### config.mk
export PLATFORM = sky130hd
export DESIGN_NAME = byte_striping_n
export DESIGN_NICKNAME = d
export VERILOG_FILES = /design/src/rtl/byte_striping_pkg.sv /design/src/rtl/stripe_lane_fifo.sv /design/src/rtl/byte_striping_n.sv
export SDC_FILE = /design/constraint.sdc
export NUM_CORES = 1
export LEC_CHECK = 0
export BUFFER_PORTS_ARGS = -buffer_cell sky130_fd_sc_hd__buf_4
export CAP_MARGIN = 10
export CORE_UTILIZATION = 62
export CTS_BUF_LIST = sky130_fd_sc_hd__clkbuf_8
export DETAILED_ROUTE_END_ITERATION = 12
export PLACE_DENSITY_LB_ADDON = 0.05
export SLEW_MARGIN = 10
export SYNTH_ARGS = -nofsm -noshare
export SYNTH_HDL_FRONTEND = slang
export SYNTH_SLANG_ARGS = --single-unit
### constraint.sdc
create_clock -name clk_f -period 3.4 [get_ports clk_f]
set_clock_uncertainty 0.15 [all_clocks]
set_input_delay 0.51 -clock clk_f [delete_from_list [all_inputs] [get_ports clk_f]]
set_output_delay 0.51 -clock clk_f [all_outputs]
set_load 0.03 [all_outputs]
### src/rtl/byte_striping_pkg.sv
// Shared constants and helpers for the N-lane round-robin word striper.
package byte_striping_pkg;

  localparam int MAX_LANES = 8;

  // A request of zero lanes, or more lanes than exist, means "use every lane".
  function automatic int clamp_lanes(input int requested, input int num_lanes);
    return (requested == 0 || requested > num_lanes) ? num_lanes : requested;
  endfunction

  function automatic int lane_idx_width(input int n);
    return $clog2(n);
  endfunction

endpackage

### src/rtl/stripe_lane_fifo.sv
// Per-lane first-word-fall-through buffer; head reads as zero while the lane is empty.
module stripe_lane_fifo #(
  parameter int WIDTH = 32,
  parameter int DEPTH = 4
) (
  input  logic                       clk_f,
  input  logic                       reset,
  input  logic                       push,
  input  logic                       pop,
  input  logic [WIDTH-1:0]           din,
  output logic [WIDTH-1:0]           head,
  output logic [$clog2(DEPTH+1)-1:0] count,
  output logic                       full,
  output logic                       empty
);

  localparam int AW   = $clog2(DEPTH);
  localparam int CNTW = $clog2(DEPTH+1);

  logic [WIDTH-1:0] mem [DEPTH];
  logic [AW-1:0]    wr_ptr;
  logic [AW-1:0]    rd_ptr;

  always_ff @(posedge clk_f) begin
    if (reset) begin
      wr_ptr <= '0;
      rd_ptr <= '0;
      count  <= '0;
    end else begin
      if (push) wr_ptr <= wr_ptr + 1'b1;
      if (pop)  rd_ptr <= rd_ptr + 1'b1;
      if (push && !pop)
        count <= count + 1'b1;
      else if (pop && !push)
        count <= count - 1'b1;
    end
  end

  // Storage carries no reset; the head mux hides stale contents when empty.
  always_ff @(posedge clk_f) begin
    if (push) mem[wr_ptr] <= din;
  end

  assign full  = (count == CNTW'(DEPTH));
  assign empty = (count == '0);
  assign head  = empty ? '0 : mem[rd_ptr];

`ifndef SYNTHESIS
  a_no_push_full: assert property (@(posedge clk_f) disable iff (reset) !(push && full));
  a_no_pop_empty: assert property (@(posedge clk_f) disable iff (reset) !(pop && empty));
`endif

endmodule

### src/rtl/byte_striping_n.sv
// Round-robin word striper across NUM_LANES independently drained lane FIFOs.
// Optional start-of-packet lane-0 alignment: define BYTE_STRIPING_SOP_ALIGN_EN.
module byte_striping_n
  import byte_striping_pkg::*;
#(
  parameter int WIDTH     = 32,
  parameter int NUM_LANES = 4,
  parameter int DEPTH     = 4
) (
  input  logic                                 clk_f,
  input  logic                                 reset,
  input  logic [WIDTH-1:0]                     data_in,
  input  logic                                 valid_in,
`ifdef BYTE_STRIPING_SOP_ALIGN_EN
  input  logic                                 sop_in,
`endif
  output logic                                 ready_out,
  input  logic [$clog2(NUM_LANES+1)-1:0]       active_lanes,
  output logic [NUM_LANES*WIDTH-1:0]           lane_data,
  output logic [NUM_LANES-1:0]                 lane_valid,
  input  logic [NUM_LANES-1:0]                 lane_ready,
  output logic [lane_idx_width(NUM_LANES)-1:0] cur_lane
);

  localparam int LW = lane_idx_width(NUM_LANES);
  localparam int CW = $clog2(NUM_LANES+1);
  localparam int NW = $clog2(DEPTH+1);

  logic [LW-1:0]        tgt_lane;
  logic [CW-1:0]        act_cnt;
  logic [CW-1:0]        act_req;
  logic                 reset_q;
  logic                 accept;
  logic                 all_empty;
  logic [NUM_LANES-1:0] push;
  logic [NUM_LANES-1:0] pop;
  logic [NUM_LANES-1:0] full;
  logic [NUM_LANES-1:0] empty;
  logic [NW-1:0]        count [NUM_LANES];

  function automatic logic [LW-1:0] next_lane(input logic [LW-1:0] lane,
                                               input logic [CW-1:0] cnt);
    int n;
    n = int'(lane) + 1;
    return (n >= int'(cnt)) ? '0 : LW'(n);
  endfunction

  assign act_req = CW'(clamp_lanes(int'(active_lanes), NUM_LANES));

`ifdef BYTE_STRIPING_SOP_ALIGN_EN
  assign tgt_lane = sop_in ? '0 : cur_lane;
`else
  assign tgt_lane = cur_lane;
`endif

  // Readiness comes from registered occupancy only; lane_ready never reaches it.
  assign ready_out = !reset_q && !full[tgt_lane];
  assign accept    = valid_in && ready_out;
  assign all_empty = &empty;

  for (genvar k = 0; k < NUM_LANES; k++) begin : g_lane
    assign push[k]       = accept && (tgt_lane == LW'(k));
    assign lane_valid[k] = (count[k] != '0);
    assign pop[k]        = lane_valid[k] && lane_ready[k];

    stripe_lane_fifo #(
      .WIDTH (WIDTH),
      .DEPTH (DEPTH)
    ) u_fifo (
      .clk_f (clk_f),
      .reset (reset),
      .push  (push[k]),
      .pop   (pop[k]),
      .din   (data_in),
      .head  (lane_data[k*WIDTH +: WIDTH]),
      .count (count[k]),
      .full  (full[k]),
      .empty (empty[k])
    );
  end

  // A new lane count is only adopted once every lane has drained, so no
  // in-flight word ever lands out of order.
  always_ff @(posedge clk_f) begin
    reset_q <= reset;
    if (reset) begin
      cur_lane <= '0;
      act_cnt  <= act_req;
    end else if (accept) begin
      cur_lane <= next_lane(tgt_lane, act_cnt);
    end else if (all_empty && (act_req != act_cnt)) begin
      act_cnt  <= act_req;
      cur_lane <= '0;
    end
  end

endmodule

After elaboration in Yosys (flattened, before gate mapping). Memories as Yosys holds them, arrays and structs flattened. A register that Yosys moved wholly into a read port is not among the register bits. Index checks and enable logic that the tools add are counted. Widths: inputs -> output; s select.

Register bits: 34. RAM bits: 512. Input bits: 42. Output and inout port bits: 135. Logic and storage cells: 133. Memories: 4.

Add/sub/neg operators: 17. Order comparisons: 3. Equal/unequal tests: 9. Muxes and demuxes: 37. Reduce and logical (&&, ||, !) cells: 48.

Memory list: g_lane[0].u_fifo.mem (depth 4, bits a word 32, read ports 1, clocked after Yosys merged registers in 1, wr ports 1, RTL line stripe_lane_fifo.sv:20) `logic [WIDTH-1:0] mem [DEPTH];`; g_lane[1].u_fifo.mem (depth 4, bits a word 32, read ports 1, clocked after Yosys merged registers in 1, wr ports 1, RTL line stripe_lane_fifo.sv:20); g_lane[2].u_fifo.mem (depth 4, bits a word 32, read ports 1, clocked after Yosys merged registers in 1, wr ports 1, RTL line stripe_lane_fifo.sv:20); g_lane[3].u_fifo.mem (depth 4, bits a word 32, read ports 1, clocked after Yosys merged registers in 1, wr ports 1, RTL line stripe_lane_fifo.sv:20).

Operators with widths (count): $mux 32 (4); $mux 3 (12); $mux 2 (11); $logic_and 1x1->1 (19); $add 2x1->2 const B (8); $logic_not 3->1 (5); $add 3x1->3 const B (4); $eq 3x3->1 const B (4); $reduce_bool 2->1 (6); $reduce_bool 3->1 (4); $sub 3x1->3 const B (4); $logic_not 1->1 (10); $mux 1 (9); $eq 2x2->1 const B (2); $reduce_and 4->1 (1); $add 2x1->3 const B (1); $ge 3x3->1 (1); $gt 3x3->1 const B (1); $lt 2x3->1 const B (1); $ne 3x3->1 (1); $bmux 1 s2 (1); $eq 2x1->1 const B (1); $logic_not 2->1 (1); $ne 2x2->1 const B (1); 2 further kinds (2).

Depth between registers and ports, before layout.
Depth after elaboration: 11. Depth in mapped cells: 10. Mapped depth without buffers: 9.

By module. A second synthesis with hierarchy kept.

Cells, all modules: 1039. Area, all modules: 21599.5 um^2.

By module, submodules not included: stripe_lane_fifo (instances 4, cells each 246, area each 5266.3 um^2, sequential area each 4023.9 um^2); byte_striping_n (instances 1, cells each 55, area each 534.3 um^2, sequential area each 150.1 um^2).

Worst setup path before layout. OpenSTA, ideal clock, no wires.

Kind: reg-to-reg. Start: reg cur_lane[0]. End: reg g_lane[3].u_fifo.count[2]. Setup time: 0.071 ns. Arrival: 2.665 ns. Required time: 3.179 ns. Setup slack: 0.514 ns. Cell stages (with the launch flop): 10. Path buffers: 0. Period minus slack after synthesis: 2.886 ns. Cell sequence: dfxtp_1 -> or4b_1 -> nand4b_1 -> a21boi_1 -> ha_1 -> inv_1 -> fa_1 -> xor2_1 -> or3_1 -> a21oi_1.

Longest elaborated chain between the ends: 9. Elaborated cells between the ends (all ways): 12. Those cells by class: eq/ne: 1; mux: 3; reduce/logical: 8.

RTL lines: start, declared (RTL line byte_striping_n.sv:22) `output logic [lane_idx_width(NUM_LANES)-1:0] cur_lane`; start signal, assigned (RTL line byte_striping_n.sv:90) `cur_lane <= next_lane(tgt_lane, act_cnt);`; $bmux 1 s2 (RTL line byte_striping_n.sv:57) `assign ready_out = !reset_q && !full[tgt_lane];`; $mux 1 (not written as such) (RTL line byte_striping_n.sv:57); $logic_not 1->1 (RTL line byte_striping_n.sv:57); $logic_and 1x1->1 (RTL line byte_striping_n.sv:57); $logic_and 1x1->1 (RTL line byte_striping_n.sv:58) `assign accept = valid_in && ready_out;`; $logic_and 1x1->1 (*) (RTL line byte_striping_n.sv:62) `assign push[k] = accept && (tgt_lane == LW'(k));`; named net g_lane[3].u_fifo.push (RTL line stripe_lane_fifo.sv:8) `input logic push,`; $logic_not 1->1 (RTL line stripe_lane_fifo.sv:34) `else if (pop && !push)`; $logic_and 1x1->1 (RTL line stripe_lane_fifo.sv:34); $reduce_bool 2->1 (no line); end signal, assigned (RTL line stripe_lane_fifo.sv:33) `count <= count + 1'b1;`; end signal, assigned (RTL line stripe_lane_fifo.sv:35) `count <= count - 1'b1;`; end, declared (RTL line stripe_lane_fifo.sv:12) `output logic [$clog2(DEPTH+1)-1:0] count,`.

The timed path passes the listed nets; every way through them passes the cells marked *. The select of a mux whose other input is x is not followed. A chain may end at the register's enable or synchronous reset.

Worst setup path in the final report.
Start: reg cur_lane[0]. End: reg g_lane[0].u_fifo.count[2].

Longest elaborated chain between the ends: 9. Elaborated cells between the ends (all ways): 12. Those cells by class: mux: 3; reduce/logical: 9.

RTL lines (RTL line): $bmux 1 s2 (byte_striping_n.sv:57); $mux 1 (not written as such) (byte_striping_n.sv:57); $logic_not 1->1 (byte_striping_n.sv:57); $logic_and 1x1->1 (byte_striping_n.sv:57); $logic_and 1x1->1 (byte_striping_n.sv:58); $logic_and 1x1->1 (*) (byte_striping_n.sv:62); named net g_lane[0].u_fifo.push (stripe_lane_fifo.sv:8); $logic_not 1->1 (stripe_lane_fifo.sv:34); $logic_and 1x1->1 (stripe_lane_fifo.sv:34); $reduce_bool 2->1 (no line); end signal, assigned (stripe_lane_fifo.sv:33); end signal, assigned (stripe_lane_fifo.sv:35); end, declared (stripe_lane_fifo.sv:12).

Marks and branches as above.

==> key figures <==
Timing
  • Final worst slack: 0.0558 ns
  • Least-Margin Pin Slew: 0.728 ns
  • Period utilisation layout: 98.4%
  • F_max: 299 MHz
  • Fin crit period: 3.34 ns
  • RSZ-0062 raised after global routing: true
  • Final hold violations: 0
  • Max-slew headroom: 50.8%
  • Final slew viol count: 0
  • Final setup violation count: 0

Worst setup path
  • Worst setup EP type: register
  • Critical path class: register to register
  • Flop2flop setup slack: 0.06 ns
  • Worst Setup Start Kind: register
  • Crit path required time: 3.81 ns
  • FF-to-FF End: g_lane[0].u_fifo.count[2]
  • R2R cell count: 9
  • Reg2Reg Launch Point: cur_lane[0]
  • Worst Path Arrival: 3.76 ns
  • Crit Path Max Fanout: 11

Synth
  • Mux contribution to synthesized area: 13.8%
  • FFs w/ async S/R, synth: 0%
  • Mean Syn Cell Area: 20.6 um2
  • Synth Area in Adders: 2.00%
  • Synth Area in XOR/XNOR: 0.773%
  • EDFF count, synth: 515
  • Simple-Gate Fraction of Synth Area: 5.75%
  • FF+latch count, synth: 554
  • Synthesized Nets: 1118
  • Netlist cell types: 43
  • Synth Flop Type: edfxtp_1
  • Synth Area in Compound Gates: 0.953%
  • Mapped Cells: 1044
  • Largest family of logic cells by synthesized area: multiplexers
  • Synthesized area: 21500 um2
  • Sequential fraction of the synthesis area: 75.4%
  • Yosys warns: 0

Floorplanning
  • Initial Util: 63.6%
  • Top-Level Pins: 177
  • Die area: 35500 um2
  • Core area: 33900 um2
  • Die height: 188 um
  • Cell Rows: 67
  • Die width: 188 um

Hold path
  • Hold Path Class: input pin to register
  • Hold Crit Endpoint: g_lane[2].u_fifo.mem[0][9]
  • Hold path depth: 1
  • Hold Crit Start: data_in[9]

Layout
  • Most frequent cells in the layout: 515 x edfxtp_1, 204 x buf_4, 128 x mux4_2, 128 x and2_1, 87 x clkbuf_8
  • Commonest non-fill, non-tap cell in the layout: edfxtp_1
  • Net count, final: 1377
  • Post-route cell area: 25400 um2
  • Storage cell area: 16300 um2
  • Area of the multi-input gates: 5040 um2
  • Layout area overhead: 17.7%
  • Proportion of layout cells with a drive suffix above 1: 35.4%
  • Final antenna diode count: 0
  • Fill count: 1970

Clock tree
  • CTS sink count: 554
  • Skew-Pair Late Insertion Delay: 0.63 ns
  • H-tree Lvls: 3
  • CTS tree: built
  • Root buffer cell: clkbuf_8
  • Inserted Clock Buffers: 86
  • Clk slew on worst S/H paths: 0.06 ns
  • Longest Clk Path Bufs: 3
  • Postcts setup bufs: 0

Routing
  • Drt wl/cell: 24.1 um
  • Detailed Route WL: 43600 um
  • Vias after detailed routing: 10600
  • # DRC: 0
  • TritonRoute pass-1 iters: 5
  • Drt via density: 5.88
  • Antenna viol nets, final: 0
  • Detailed Route Iter0 Violations: 846

Flow run
  • Max Cap Viol: 0

Place
  • Pre-CTS setup slack: 0.125 ns
  • Port buffer count: 176
  • Gp weighted congestion: 0.757
  • Placed Instance Area: 23700 um2
  • Post-DP HPWL: 27200 um

Global route
  • Gr ovfl total: 0
  • Global-route wire length before repair: 66200 um
  • Vias in the first global route: 11100
  • Initial antenna violation count: 0
  • Largest net degree at the start of global routing: 42
  • GR Util All Layers: 25.6%

Pwr
  • Pwr Density: 772 nW/um2
  • Leakage: 8.69 nW
  • Total power draw: 0.0196 W
  • VDD IR max: 516 uV

Outcome
  • Status: complete, no violations
synthesized netlist by cell type, types with 5 or more instances:
| cell | count | area share, % |
|---|---|---|
| nor2_1 | 29 | 0.51 |
| and2_1 | 144 | 4.2 |
| nand2_1 | 5 | 0.087 |
| o21ai_0 | 5 | 0.12 |
| mux4_2 | 128 | 13 |
| clkbuf_1 | 24 | 0.42 |
| ha_1 | 28 | 1.6 |
| nand3_1 | 5 | 0.12 |
| or3_1 | 8 | 0.23 |
| buf_2 | 14 | 0.33 |
| xor2_1 | 17 | 0.69 |
| edfxtp_1 | 515 | 72 |
| buf_1 | 9 | 0.16 |
| inv_1 | 20 | 0.35 |
| dfxtp_1 | 39 | 3.6 |
repair_timing:
action,CTS,global route
endpoints found under the setup margin,0,4
gates resized for setup,0,2
hold endpoints to repair,13,0
hold buffers,4,0
flip-flops by register name, indices dropped and copies added (netlist names), named ones only:
name and count:
cur_lane 2, g_lane.u_fifo.rd_ptr 8, reset_q 1, act_cnt 3
g_lane.u_fifo.wr_ptr 8, g_lane.u_fifo.count 12, g_lane.u_fifo.mem 512
cells by family after synthesis:
kind of cell,count (synthesis)
AOI/OAI and AO/OA,27
xor gates and xnor gates,19
adders and majority gates,32
buffers and inverters,69
DFF,554
muxes,136
and+or+nand+nor,207
metal layers:
layer	routed length [um]	vias up	share of wire [%]	global-route usage, %
li1	-	4668	-	-
met1	17800	5527	41	35.9
met2	22200	393	51	41.7
met3	2780	59	6.4	4.92
met4	787	0	1.8	7.35
met5	0	-	0	0
power by group:
part | internal (W) | switching (W) | leakage (nW)
Sequential | 0.00772 | 0.000171 | 4.96
Combinational | 0.00255 | 0.00385 | 2.84
Clock | 0.00284 | 0.00245 | 0.887
critical path, stage by stage, from the launching register on:
cell and delay, ns:
dfxtp_1 0.58, or4b_1 0.23, nand4b_1 0.38, a21boi_1 0.55, ha_1 0.29, inv_1 0.06, fa_1 0.39, xor2_1 0.18
or3_1 0.32, a21oi_1 0.15
cell type report:
type | count | area share, %
repair buffers | 220 | 7.15
well taps | 448 | 2.21
clock buffers | 87 | 4.72
multi-input cells | 421 | 19.9
clock inverters | 61 | 1.65
inverters | 20 | 0.296
flip-flops and latches | 554 | 64.1
stage by stage:
step                setup TNS [ns]  hold WS, ns  util, %  cells
global placement                 0        0.328     69.9   1659
finish                           0       0.0496     74.9   1811
global route                -0.392       0.0141     74.9   1811
CTS                              0      0.00351     74.8   1811
detailed placement               0        0.332     69.9   1659
floorplan                        0        0.311        -   1044
how the worst max path moves through the flow:
stage / cells after the start / endpoint / from
2_1_floorplan: 9 / g_lane[3].u_fifo.count[2] / cur_lane[0]
3_3_place_gp: 9 / g_lane[2].u_fifo.count[2] / cur_lane[0]
3_5_place_dp: 9 / g_lane[2].u_fifo.count[2] / cur_lane[0]
4_1_cts: 9 / g_lane[2].u_fifo.count[2] / cur_lane[0]
5_1_grt: 9 / g_lane[0].u_fifo.count[2] / cur_lane[0]
6_report: 9 / g_lane[0].u_fifo.count[2] / cur_lane[0]
No activity file was read; power rests on OpenSTA's default activity.
